--- config.mk ---
export PLATFORM = sky130hd
export DESIGN_NAME = atm_session_engine
export DESIGN_NICKNAME = d
export VERILOG_FILES = /design/src/rtl/atm_session_engine.sv
export SDC_FILE = /design/constraint.sdc
export NUM_CORES = 1
export LEC_CHECK = 0
export CORE_AREA = 4 4 273 275
export DETAILED_ROUTE_END_ITERATION = 10
export DIE_AREA = 0 0 277 279
export PLACE_DENSITY = 0.74
export SETUP_SLACK_MARGIN = 0.1
export SYNTH_ARGS = -nofsm -noshare
export SYNTH_HDL_FRONTEND = slang
export SYNTH_SLANG_ARGS = --single-unit
--- constraint.sdc ---
create_clock -name Clock -period 6.6 [get_ports Clock]
set_input_delay 1.32 -clock Clock [delete_from_list [all_inputs] [get_ports Clock]]
set_output_delay 1.32 -clock Clock [all_outputs]
set_load 0.1 [all_outputs]
--- src/rtl/atm_session_engine.sv ---
// atm_session_engine
//
// Multi-account ATM session controller. Holds an account table (ID, PIN,
// balance, lock, wrong-PIN counter) in registers. The table is loaded through a
// programming port while idle. A card/PIN pair opens a session after
// authentication. The session then runs balance, withdraw, deposit and transfer
// commands over a valid/ready handshake until the card is ejected.
//
// Ports
//   Clock, Reset                  rising-edge clock, synchronous active-high reset
//   ProgValid/ProgIndex/ProgId/ProgPin/ProgBal
//                                 table entry write, accepted only in IDLE
//   CardValid/CardId/CardPin      credentials, accepted only in IDLE
//   CmdValid/CmdReady             command handshake (CmdReady high only in MENU)
//   CmdOp/CmdAmount/CmdDestId     0 BALANCE, 1 WITHDRAW, 2 DEPOSIT, 3 TRANSFER
//   Eject                         ends the session from MENU, produces no response
//   RespValid/Status/Balance      one-cycle result pulse, two cycles after acceptance
//   SessionActive                 high in MENU/EXEC
//
// Configuration macro: ATM_WITHDRAW_LIMIT_EN enables a per-session cap of
// WD_LIMIT on withdrawn money. Transfers count as withdrawals. Exceeding the
// cap gives ERR_LIMIT.

module atm_session_engine #(
    parameter int NUM_ACCOUNTS = 10,
    parameter int ID_W         = 8,
    parameter int PIN_W        = 8,
    parameter int BAL_W        = 16,
    parameter int MAX_TRIES    = 3,
    parameter int WD_LIMIT     = 500
) (
    input  logic                            Clock,
    input  logic                            Reset,
    input  logic                            ProgValid,
    input  logic [$clog2(NUM_ACCOUNTS)-1:0] ProgIndex,
    input  logic [ID_W-1:0]                 ProgId,
    input  logic [PIN_W-1:0]                ProgPin,
    input  logic [BAL_W-1:0]                ProgBal,
    input  logic                            CardValid,
    input  logic [ID_W-1:0]                 CardId,
    input  logic [PIN_W-1:0]                CardPin,
    input  logic                            CmdValid,
    output logic                            CmdReady,
    input  logic [1:0]                      CmdOp,
    input  logic [BAL_W-1:0]                CmdAmount,
    input  logic [ID_W-1:0]                 CmdDestId,
    input  logic                            Eject,
    output logic                            RespValid,
    output logic [2:0]                      Status,
    output logic [BAL_W-1:0]                Balance,
    output logic                            SessionActive
);

    localparam int IDX_W = $clog2(NUM_ACCOUNTS);

    localparam logic [2:0] ST_OK         = 3'd0;
    localparam logic [2:0] ST_ERR_ID     = 3'd1;
    localparam logic [2:0] ST_ERR_PIN    = 3'd2;
    localparam logic [2:0] ST_ERR_LOCKED = 3'd3;
    localparam logic [2:0] ST_ERR_FUNDS  = 3'd4;
    localparam logic [2:0] ST_ERR_OVF    = 3'd5;
    localparam logic [2:0] ST_ERR_DEST   = 3'd6;
    localparam logic [2:0] ST_ERR_LIMIT  = 3'd7;

    localparam logic [1:0] OP_BALANCE  = 2'd0;
    localparam logic [1:0] OP_WITHDRAW = 2'd1;
    localparam logic [1:0] OP_DEPOSIT  = 2'd2;

    typedef enum logic [1:0] {S_IDLE, S_AUTH, S_MENU, S_EXEC} state_t;
    state_t state, state_nxt;

    logic [ID_W-1:0]  ent_id    [NUM_ACCOUNTS];
    logic [PIN_W-1:0] ent_pin   [NUM_ACCOUNTS];
    logic [BAL_W-1:0] ent_bal   [NUM_ACCOUNTS];
    logic             ent_valid [NUM_ACCOUNTS];
    logic             ent_lock  [NUM_ACCOUNTS];
    logic [3:0]       ent_tries [NUM_ACCOUNTS];

    logic [ID_W-1:0]  card_id_q;
    logic [PIN_W-1:0] card_pin_q;
    logic [1:0]       op_q;
    logic [BAL_W-1:0] amt_q;
    logic [ID_W-1:0]  dest_q;
    logic [IDX_W-1:0] sess_idx;

    // Results are staged once before reaching the outputs, which gives the
    // fixed two-cycle latency from acceptance to RespValid.
    logic             pend_valid;
    logic [2:0]       pend_status;
    logic [BAL_W-1:0] pend_bal;

    logic             card_hit, dest_hit;
    logic [IDX_W-1:0] card_idx, dest_idx;
    logic             auth_ok, lock_now;
    logic [2:0]       auth_status;
    logic [3:0]       tries_inc;
    logic [BAL_W-1:0] cur_bal, dst_bal, new_own, new_dst;
    logic [BAL_W:0]   own_sum, dst_sum;
    logic             short_funds, limit_hit, do_dst, wd_count_en;
    logic [2:0]       exec_status;
    logic             prog_in_range;

`ifdef ATM_WITHDRAW_LIMIT_EN
    logic [BAL_W:0]   wd_total;
    logic [BAL_W+1:0] wd_next;
`else
    logic             unused_cfg;
    assign unused_cfg = (WD_LIMIT != 0) ^ wd_count_en;
`endif

    assign prog_in_range = int'(ProgIndex) < NUM_ACCOUNTS;

    // Descending scan so the lowest matching valid index wins.
    always_comb begin
        card_hit = 1'b0;
        card_idx = '0;
        dest_hit = 1'b0;
        dest_idx = '0;
        for (int i = NUM_ACCOUNTS - 1; i >= 0; i--) begin
            if (ent_valid[i] && ent_id[i] == card_id_q) begin
                card_hit = 1'b1;
                card_idx = IDX_W'(i);
            end
            if (ent_valid[i] && ent_id[i] == dest_q) begin
                dest_hit = 1'b1;
                dest_idx = IDX_W'(i);
            end
        end
    end

    always_comb begin
        auth_ok     = 1'b0;
        auth_status = ST_ERR_ID;
        tries_inc   = ent_tries[card_idx] + 4'd1;
        lock_now    = tries_inc >= 4'(MAX_TRIES);
        if (!card_hit) begin
            auth_status = ST_ERR_ID;
        end else if (ent_lock[card_idx]) begin
            auth_status = ST_ERR_LOCKED;
        end else if (ent_pin[card_idx] == card_pin_q) begin
            auth_status = ST_OK;
            auth_ok     = 1'b1;
        end else begin
            auth_status = lock_now ? ST_ERR_LOCKED : ST_ERR_PIN;
        end
    end

    // Sums are one bit wider than a balance, so an overflow is seen before
    // anything wraps into the table.
    always_comb begin
        cur_bal     = ent_bal[sess_idx];
        dst_bal     = ent_bal[dest_idx];
        own_sum     = {1'b0, cur_bal} + {1'b0, amt_q};
        dst_sum     = {1'b0, dst_bal} + {1'b0, amt_q};
        short_funds = amt_q > cur_bal;
`ifdef ATM_WITHDRAW_LIMIT_EN
        wd_next     = {1'b0, wd_total} + {2'b00, amt_q};
        limit_hit   = wd_next > (BAL_W+2)'(WD_LIMIT);
`else
        limit_hit   = 1'b0;
`endif
        exec_status = ST_OK;
        new_own     = cur_bal;
        new_dst     = dst_bal;
        do_dst      = 1'b0;
        wd_count_en = 1'b0;
        case (op_q)
            OP_BALANCE: exec_status = ST_OK;
            OP_WITHDRAW: begin
                if (short_funds) begin
                    exec_status = ST_ERR_FUNDS;
                end else if (limit_hit) begin
                    exec_status = ST_ERR_LIMIT;
                end else begin
                    new_own     = cur_bal - amt_q;
                    wd_count_en = 1'b1;
                end
            end
            OP_DEPOSIT: begin
                if (own_sum[BAL_W]) exec_status = ST_ERR_OVF;
                else                new_own     = own_sum[BAL_W-1:0];
            end
            default: begin
                if (!dest_hit || dest_idx == sess_idx) begin
                    exec_status = ST_ERR_DEST;
                end else if (short_funds) begin
                    exec_status = ST_ERR_FUNDS;
                end else if (limit_hit) begin
                    exec_status = ST_ERR_LIMIT;
                end else if (dst_sum[BAL_W]) begin
                    exec_status = ST_ERR_OVF;
                end else begin
                    new_own     = cur_bal - amt_q;
                    new_dst     = dst_sum[BAL_W-1:0];
                    do_dst      = 1'b1;
                    wd_count_en = 1'b1;
                end
            end
        endcase
    end

    always_ff @(posedge Clock) begin
        if (Reset) state <= S_IDLE;
        else       state <= state_nxt;
    end

    // Eject beats CmdValid in MENU.
    always_comb begin
        state_nxt     = state;
        CmdReady      = 1'b0;
        SessionActive = 1'b0;
        case (state)
            S_IDLE: if (CardValid) state_nxt = S_AUTH;
            S_AUTH: state_nxt = auth_ok ? S_MENU : S_IDLE;
            S_MENU: begin
                CmdReady      = 1'b1;
                SessionActive = 1'b1;
                if (Eject)         state_nxt = S_IDLE;
                else if (CmdValid) state_nxt = S_EXEC;
            end
            S_EXEC: begin
                SessionActive = 1'b1;
                state_nxt     = S_MENU;
            end
            default: state_nxt = S_IDLE;
        endcase
    end

    always_ff @(posedge Clock) begin
        if (Reset) begin
            for (int i = 0; i < NUM_ACCOUNTS; i++) begin
                ent_id[i]    <= '0;
                ent_pin[i]   <= '0;
                ent_bal[i]   <= '0;
                ent_valid[i] <= 1'b0;
                ent_lock[i]  <= 1'b0;
                ent_tries[i] <= '0;
            end
            card_id_q   <= '0;
            card_pin_q  <= '0;
            op_q        <= '0;
            amt_q       <= '0;
            dest_q      <= '0;
            sess_idx    <= '0;
            pend_valid  <= 1'b0;
            pend_status <= '0;
            pend_bal    <= '0;
            RespValid   <= 1'b0;
            Status      <= '0;
            Balance     <= '0;
`ifdef ATM_WITHDRAW_LIMIT_EN
            wd_total    <= '0;
`endif
        end else begin
            pend_valid <= 1'b0;
            RespValid  <= pend_valid;
            if (pend_valid) begin
                Status  <= pend_status;
                Balance <= pend_bal;
            end
            case (state)
                S_IDLE: begin
                    if (ProgValid && prog_in_range) begin
                        ent_id[ProgIndex]    <= ProgId;
                        ent_pin[ProgIndex]   <= ProgPin;
                        ent_bal[ProgIndex]   <= ProgBal;
                        ent_valid[ProgIndex] <= 1'b1;
                        ent_lock[ProgIndex]  <= 1'b0;
                        ent_tries[ProgIndex] <= '0;
                    end
                    if (CardValid) begin
                        card_id_q  <= CardId;
                        card_pin_q <= CardPin;
                    end
                end
                S_AUTH: begin
                    pend_valid  <= 1'b1;
                    pend_status <= auth_status;
                    pend_bal    <= '0;
                    // A locked account keeps its counter frozen.
                    if (card_hit && !ent_lock[card_idx]) begin
                        if (auth_ok) begin
                            ent_tries[card_idx] <= '0;
                        end else begin
                            ent_tries[card_idx] <= tries_inc;
                            ent_lock[card_idx]  <= lock_now;
                        end
                    end
                    if (auth_ok) begin
                        sess_idx <= card_idx;
`ifdef ATM_WITHDRAW_LIMIT_EN
                        wd_total <= '0;
`endif
                    end
                end
                S_MENU: begin
                    if (CmdValid && !Eject) begin
                        op_q   <= CmdOp;
                        amt_q  <= CmdAmount;
                        dest_q <= CmdDestId;
                    end
                end
                S_EXEC: begin
                    pend_valid        <= 1'b1;
                    pend_status       <= exec_status;
                    pend_bal          <= new_own;
                    ent_bal[sess_idx] <= new_own;
                    if (do_dst) ent_bal[dest_idx] <= new_dst;
`ifdef ATM_WITHDRAW_LIMIT_EN
                    if (wd_count_en) wd_total <= wd_next[BAL_W:0];
`endif
                end
                default: ;
            endcase
        end
    end

endmodule
==> results of run 1 <==
## worst paths after layout
check,slack [ns],end,depth (start not counted)
hold / removal,0.44,pend_bal[6]$_SDFFE_PP0P_,2
hold reg to reg,0.44,pend_bal[6]$_SDFFE_PP0P_,2
setup reg to reg,0.31,ent_bal[8][5]$_DFFE_PP_,30
setup / recovery,0.31,ent_bal[8][5]$_DFFE_PP_,30
## timing repair
| action | in CTS | in global routing |
|---|---|---|
| cloned | 0 | 1 |
| setup buffers | 7 | 0 |
| hold endpoints to repair | 0 | 0 |
| hold buffers | 0 | 0 |
| setup endpoints to repair | 349 | 419 |
| resized for setup | 6 | 46 |
| pin swaps | 2 | 11 |
## stage by stage
| stage | TNS (ns) | area [um2] | hold slack, ns |
|---|---|---|---|
| 6_report | 0 | 37300 | 0.444 |
| 5_1_grt | 0 | 37300 | 0.465 |
| 4_1_cts | 0 | 37100 | 0.444 |
| 3_5_place_dp | -0.952 | 35100 | 0.434 |
| 3_3_place_gp | 0 | 35100 | 0.431 |
| 2_1_floorplan | 0 | 32200 | 0.422 |
## cell families after synthesis
| group | Yosys count |
|---|---|
| simple gates | 1146 |
| compound gates | 591 |
| flops | 572 |
| buf+inv | 386 |
| xor+xnor | 190 |
| mux | 152 |
| fa+ha+maj | 54 |
| other cells | 1 |
## critical path, delay by kind of cell, from the launching register on
family                   cells  cell delay, ns
AO/OA/AOI/OAI               16            2.96
XOR/XNOR                     1            0.17
adder cells (fa/ha/maj)      1            0.33
buffers and inverters        6            1.08
flip-flops                   1            0.33
AND/OR/NAND/NOR              6            1.15
## layer usage
layer,vias up,share of wire,GRT usage
met5,-,0.00036,0
met4,6,0.051,0.116
met3,420,0.14,0.0718
met2,1976,0.45,0.413
met1,12600,0.36,0.354
li1,11500,-,-
## Yosys cell counts, types with 58 or more instances
library cell  instances
edfxtp_1            480
o22ai_1             159
mux4_2               79
o21ai_0              59
and3_1               77
xnor2_1             135
and2_1               58
a21oi_1             153
clkbuf_1            107
inv_1               154
mux2i_1              62
nor2_1              217
nor3_1               63
nand3_1             114
dfxtp_1              92
nand2_1             480
## placed cells by master, fill, tap and decap left out, types with 104 or more instances in the layout
| cell type | netlist | routed |
|---|---|---|
| edfxtp_1 | 480 | 480 |
| nand2_1 | 480 | 479 |
| nor2_1 | 217 | 207 |
| o22ai_1 | 159 | 158 |
| inv_1 | 154 | 153 |
| buf_4 | 5 | 152 |
| a21oi_1 | 153 | 146 |
| xnor2_1 | 135 | 134 |
| nand3_1 | 114 | 108 |
| clkdlybuf4s50_1 | 0 | 104 |
## registers in the layout, indices dropped and copies added (netlist names), 3 cells and up, named ones only
| name | count |
|---|---|
| ent_pin | 82 |
| sess_idx | 4 |
| amt_q | 16 |
| ent_tries | 42 |
| Balance | 16 |
| ent_bal | 256 |
| Status | 3 |
| ent_valid | 10 |
| card_pin_q | 8 |
| pend_bal | 16 |
| card_id_q | 8 |
| pend_status | 3 |
| ent_id | 80 |
| dest_q | 8 |
| ent_lock | 10 |
## final cells by class
type,instances,share of cell area
tap,959,0.0322
timing repair buffer,290,0.0741
clock buffer,61,0.0384
antenna,1,0.0000671
multi-input combinational,2137,0.388
sequential,572,0.436
clock inverter,43,0.0130
inverter,176,0.0177
## where the power goes
| group | switching (W) | total [W] | internal (W) |
|---|---|---|---|
| clock network | 0.00144 | 0.00340 | 0.00195 |
| logic | 0.000516 | 0.000829 | 0.000313 |
| registers | 0.0000763 | 0.00409 | 0.00401 |
| total | 0.00204 | 0.00831 | 0.00628 |
==> qor.yml, run 1 <==
finish:
  seq_area_um2: 16300
  multi_input_area_um2: 14500
  fin_util: 0.515
  drive_above_1_share: 0.155
  stdcell_count: 4239
  filler_cell_count: 6285
  nets: 3371
  synthToLayoutAreaGrowth_pct: 15.9
worst_setup_path:
  max_stage_delay_ns: 0.35
  crit_required_ns: 6.96
  crit_start: "dest_q[0]$_SDFFE_PP0P_"
  path_max_fanout: 26
  cp.arrival_ns: 6.66
  start_kind: "register"
  cp-end-kind: "register"
  worst_path_max_delay_cell: "o311a_4"
  regToRegStartpoint: "dest_q[0]$_SDFFE_PP0P_"
  crit_type: "reg2reg"
  crit_top_cell: "a21oi_2"
route:
  drc_errors: 0
  via_per_inst: 6.25
  routedWlPerCell_um: 25.2
  route.vias.total: 26500
  drtIter0Drc: 4098
  routed_wl_um: 107000
  antenna_left: 0
  dr.pass1.iters: 8
synthesis:
  yosysTopAreaCell: "edfxtp_1"
  ys_types: 115
  synth_top_family_by_area: "simple AND/OR/NAND/NOR gates"
  yosysSeqAreaShare: 0.506
  synth_compound_area_frac: 0.121
  ys.flop_type: "edfxtp_1"
  yosys_warnings: 0
  syn_area_um2: 32100
  synth_edf_count: 480
  ys_seq_elements: 572
  syn_area_per_cell_um2: 10.4
  yosysTopAreaCellShare: 0.448
  netlist_instances: 3092
  synthAdderAreaFrac: 0.0217
  async_flop_share: 0
  synthMuxAreaShare: 0.0786
  synth_area_leaders: "edfxtp_1, dfxtp_1, nand2_1"
  synthSimpleGateAreaFrac: 0.167
  yosys.area_share.xor_xnor: 0.0532
die:
  dieWidth_um: 277
  die_y_um: 279
  start_util: 0.444
  dieArea_um2: 77300
  core_area_um2: 72300
  row_count: 99
  pin_count: 106
timing:
  relSlewSlack: 0.208
  hold_violations: 0
  period_share: 0.953
  drv_slew: 0
  finClkSkew_ns: 0.0398
  worst_slew_pin_slew_ns: 1.18
  max_freq_ghz: 0.159
  finalSetupViolations: 0
  setup_ws_ns: 0.308
  period_needed_ns: 6.29
  rsz0062_at_grt: "false"
placed_design:
  numPlacedInstances: 4126
  dp_hpwl_um: 73600
  portBuffers: 105
  routabilityCongestion: 0.978
  dp_slack_ns: -0.0616
clocking:
  clockBufferDepth: 3
  clkTransAtPathRegs_ns: 0.06
  cts_made_buffers: 56
  clock_sinks: 572
  root_buffer: "clkbuf_16"
  htree_levels: 2
  clock_latency_ns: 0.64
  cts_tree: "done"
global_route:
  overflow: 0
  grt_max_degree: 69
  grt_usage: 0.266
  grt_pass1_vias: 25600
  grt_antenna_before_repair: 4
  grt_pass1_wl_um: 159000
pwr:
  p_total_w: 0.00831
  p_leak_nw: 14.3
  ir_drop_mv: 0.222
  p_per_area_nw_per_um2: 223
min_path:
  hp-class: "reg2reg"
  hp-start: "pend_bal[6]$_SDFFE_PP0P_"
run_status:
  status: "complete, no violations"
job:
  maxCapViolCount: 0
Note: power is estimated with default switching activity, not from simulation.
==> run 2: changes to the inputs <==
CAP_MARGIN = 20   (was unset)
MAX_ROUTING_LAYER = met4   (was unset)
==> run 2 against run 1 <==
Non-clock buffer count grew 15. Wire length up 0.66%. Utilization grew 0.15 points. Cell count rose by 0.35%. Via count grew 0.36%. Combinational power is 0.8% higher. Die area unchanged. Maximum frequency increased by 0.39%. Critical endpoint is now ent_bal[1][14]$_DFFE_PP_. Hold slack barely moved. Critical path depth grew 4. Global-route usage grew 0.86 points.
==> qor.yml, run 2 (synthesis results as in run 1) <==
timing:
  period_needed_ns: 6.27  # was 6.29 ns
  hold_violations: 0  # unchanged
  rsz0062_at_grt: "true"  # was false
  worst_slew_pin_slew_ns: 1.05  # was 1.18 ns
  relSlewSlack: 0.302  # was 0.208
  setup_ws_ns: 0.333  # was 0.308 ns
  period_share: 0.950  # was 0.953
  finClkSkew_ns: 0.0598  # was 0.0398 ns
  max_freq_ghz: 0.160  # was 0.159 GHz
  drv_slew: 0  # unchanged
  finalSetupViolations: 0  # unchanged
finish:
  largest_reg_flops: 256  # unchanged
  fin_area_um2: 37400  # was 37300 um2
  layout_commonest_cell: "edfxtp_1"  # unchanged
  fin_util: 0.517  # was 0.515
  reg.largest.list: "ent_bal (256), ent_pin (82), ent_id (80)"  # unchanged
  drive_above_1_share: 0.154  # was 0.155
  final_cell_mix: "edfxtp_1, nand2_1, nor2_1"  # unchanged
  top_register: "ent_bal"  # unchanged
  nets: 3387  # was 3371
  synthToLayoutAreaGrowth_pct: 16.3  # was 15.9%
worst_setup_path:
  r2r_cells: 34  # was 30
  worst_path_max_delay_cell: "or3_1"  # was o311a_4
  crit_required_ns: 6.95  # was 6.96 ns
  start_kind: "register"  # unchanged
  max_stage_delay_ns: 0.42  # was 0.35 ns
  cp-end-kind: "register"  # unchanged
  crit_type: "reg2reg"  # unchanged
  regToRegStartpoint: "dest_q[7]$_SDFFE_PP0P_"  # was dest_q[0]$_SDFFE_PP0P_
  reg2reg_slack_ns: 0.33  # was 0.31 ns
  cp.arrival_ns: 6.62  # was 6.66 ns
  crit_top_cell: "buf_4"  # was a21oi_2
  path_max_fanout: 16  # was 26
  worst_r2r_endpoint: "ent_bal[1][14]$_DFFE_PP_"  # was ent_bal[8][5]$_DFFE_PP_
pwr:
  internal-power_w: 0.00613  # was 0.00628 W
  p_per_area_nw_per_um2: 218  # was 223 nW/um2
  p_sw_frac: 0.249  # was 0.245
  switchingPower_w: 0.00204  # about the same
  p_total_w: 0.00816  # was 0.00831 W
  seqPwrFrac: 0.501  # was 0.492
  ir_drop_mv: 0.226  # was 0.222 mV
  p_leak_nw: 14.4  # was 14.3 nW
  pwr-share-clk: 0.397  # was 0.409
  power_frac_comb: 0.102  # was 0.100
clocking:
  clkTransAtPathRegs_ns: 0.06  # about the same
  cts_hold_buf: 0  # unchanged
  cts_tree: "done"  # unchanged
  clockBufferDepth: 3  # unchanged
  clock_sinks: 572  # unchanged
  htree_levels: 2  # unchanged
  clock_latency_ns: 0.67  # was 0.64 ns
  cts_made_buffers: 57  # was 56
  root_buffer: "clkbuf_16"  # unchanged
route:
  drtIter0Drc: 4015  # was 4098
  routed_wl_um: 108000  # was 107000 um
  routedWlPerCell_um: 25.3  # was 25.2 um
  drc_errors: 0  # unchanged
  via_per_inst: 6.25  # about the same
  antenna_left: 0  # unchanged
  dr.pass1.iters: 6  # was 8
  route.vias.total: 26600  # was 26500
job:
  maxCapViolCount: 0  # unchanged
die:
  pin_count: 106  # unchanged
  dieArea_um2: 77300  # unchanged
  die_y_um: 279  # unchanged
  start_util: 0.444  # unchanged
  core_area_um2: 72300  # unchanged
  row_count: 99  # unchanged
  dieWidth_um: 277  # unchanged
min_path:
  worstHoldPathCells: 2  # unchanged
  hp-class: "reg2reg"  # unchanged
  hp-start: "pend_bal[14]$_SDFFE_PP0P_"  # was pend_bal[6]$_SDFFE_PP0P_
  holdPathEnd: "pend_bal[14]$_SDFFE_PP0P_"  # was pend_bal[6]$_SDFFE_PP0P_
run_status:
  status: "complete, no violations"  # unchanged
global_route:
  grt_antenna_before_repair: 1  # was 4
  met1_usage: 0.360  # was 0.354
  met2_usage: 0.418  # was 0.413
  grt_max_degree: 48  # was 69
  grt_pass1_vias: 25100  # was 25600
  overflow: 0  # unchanged
  grt_usage: 0.275  # was 0.266
  grt_pass1_wl_um: 158000  # was 159000 um
  busiest_layer: "met2"  # unchanged
  gr-usage-met3: 0.0605  # was 0.0718
placed_design:
  portBuffers: 105  # unchanged
  dp_slack_ns: -0.125  # was -0.0616 ns
  routabilityCongestion: 0.981  # was 0.978
  dp_hpwl_um: 73100  # was 73600 um
  dpl_cell_area_um2: 35200  # was 35100 um2
==> run 2: power by group through the flow <==
| stage | Combinational, W | Clock, W | Sequential [W] |
|---|---|---|---|
| 3_3_place_gp | 0.000786 | 0 | 0.00416 |
| 3_5_place_dp | 0.000793 | 0 | 0.00416 |
| 2_1_floorplan | 0.000496 | 0 | 0.00413 |
| 5_1_grt | 0.000886 | 0.00338 | 0.00410 |
| 6_report | 0.000836 | 0.00324 | 0.00409 |
| 4_1_cts | 0.000801 | 0.00324 | 0.00409 |
==> run 2: stage by stage <==
step / hold WS (ns) / TNS (ns) / std cells
global placement: 0.433 / -1.23 / 4130
finish: 0.444 / 0 / 4254
detailed placement: 0.436 / -9.36 / 4130
global route: 0.454 / 0 / 4252
CTS: 0.447 / 0 / 4238
floorplan: 0.422 / 0 / 3095
==> run 2: metal layers <==
metal	vias up	wire length (um)
met4	0	5530
met3	408	14000
met2	1993	47800
met5	-	0
li1	11500	-
met1	12700	40200
==> run 2: worst max-delay path: cells and delay by family, from the launching register on <==
family / cells / cell delay [ns]
AO/OA/AOI/OAI: 12 / 2.19
XOR/XNOR: 1 / 0.13
adder cells (fa/ha/maj): 2 / 0.43
buffers and inverters: 8 / 1.32
flip-flops: 1 / 0.41
AND/OR/NAND/NOR: 11 / 1.46
==> run 2: worst max path at each step <==
stage,start,end,slack (ns),depth (start not counted)
after detailed placement,dest_q[6]$_SDFFE_PP0P_,ent_bal[4][1]$_DFFE_PP_,-0.13,29
after global placement,dest_q[4]$_SDFFE_PP0P_,ent_bal[4][9]$_DFFE_PP_,-0.05,29
after CTS,dest_q[4]$_SDFFE_PP0P_,ent_bal[8][12]$_DFFE_PP_,0.11,29
final,dest_q[7]$_SDFFE_PP0P_,ent_bal[1][14]$_DFFE_PP_,0.33,34
after floorplan,dest_q[2]$_SDFFE_PP0P_,ent_bal[2][0]$_DFFE_PP_,0.07,30
after global routing,dest_q[0]$_SDFFE_PP0P_,ent_bal[0][10]$_DFFE_PP_,0.03,31
==> run 2: area by class of cell <==
class,count,area (um2)
clock buffer,72,1530
multi-input combinational,2137,14500
antenna,3,7.51
timing repair buffer,305,2980
fill,6235,35000
clock inverter,30,274
sequential,572,16300
inverter,176,661
tap,959,1200
==> run 2: repair_timing <==
action                                  4_1_cts  5_1_grt
setup buffers                                 6        8
cloned                                        0        3
resized for setup                             5       38
pin swaps                                     3       12
endpoints found under the setup margin      340      417
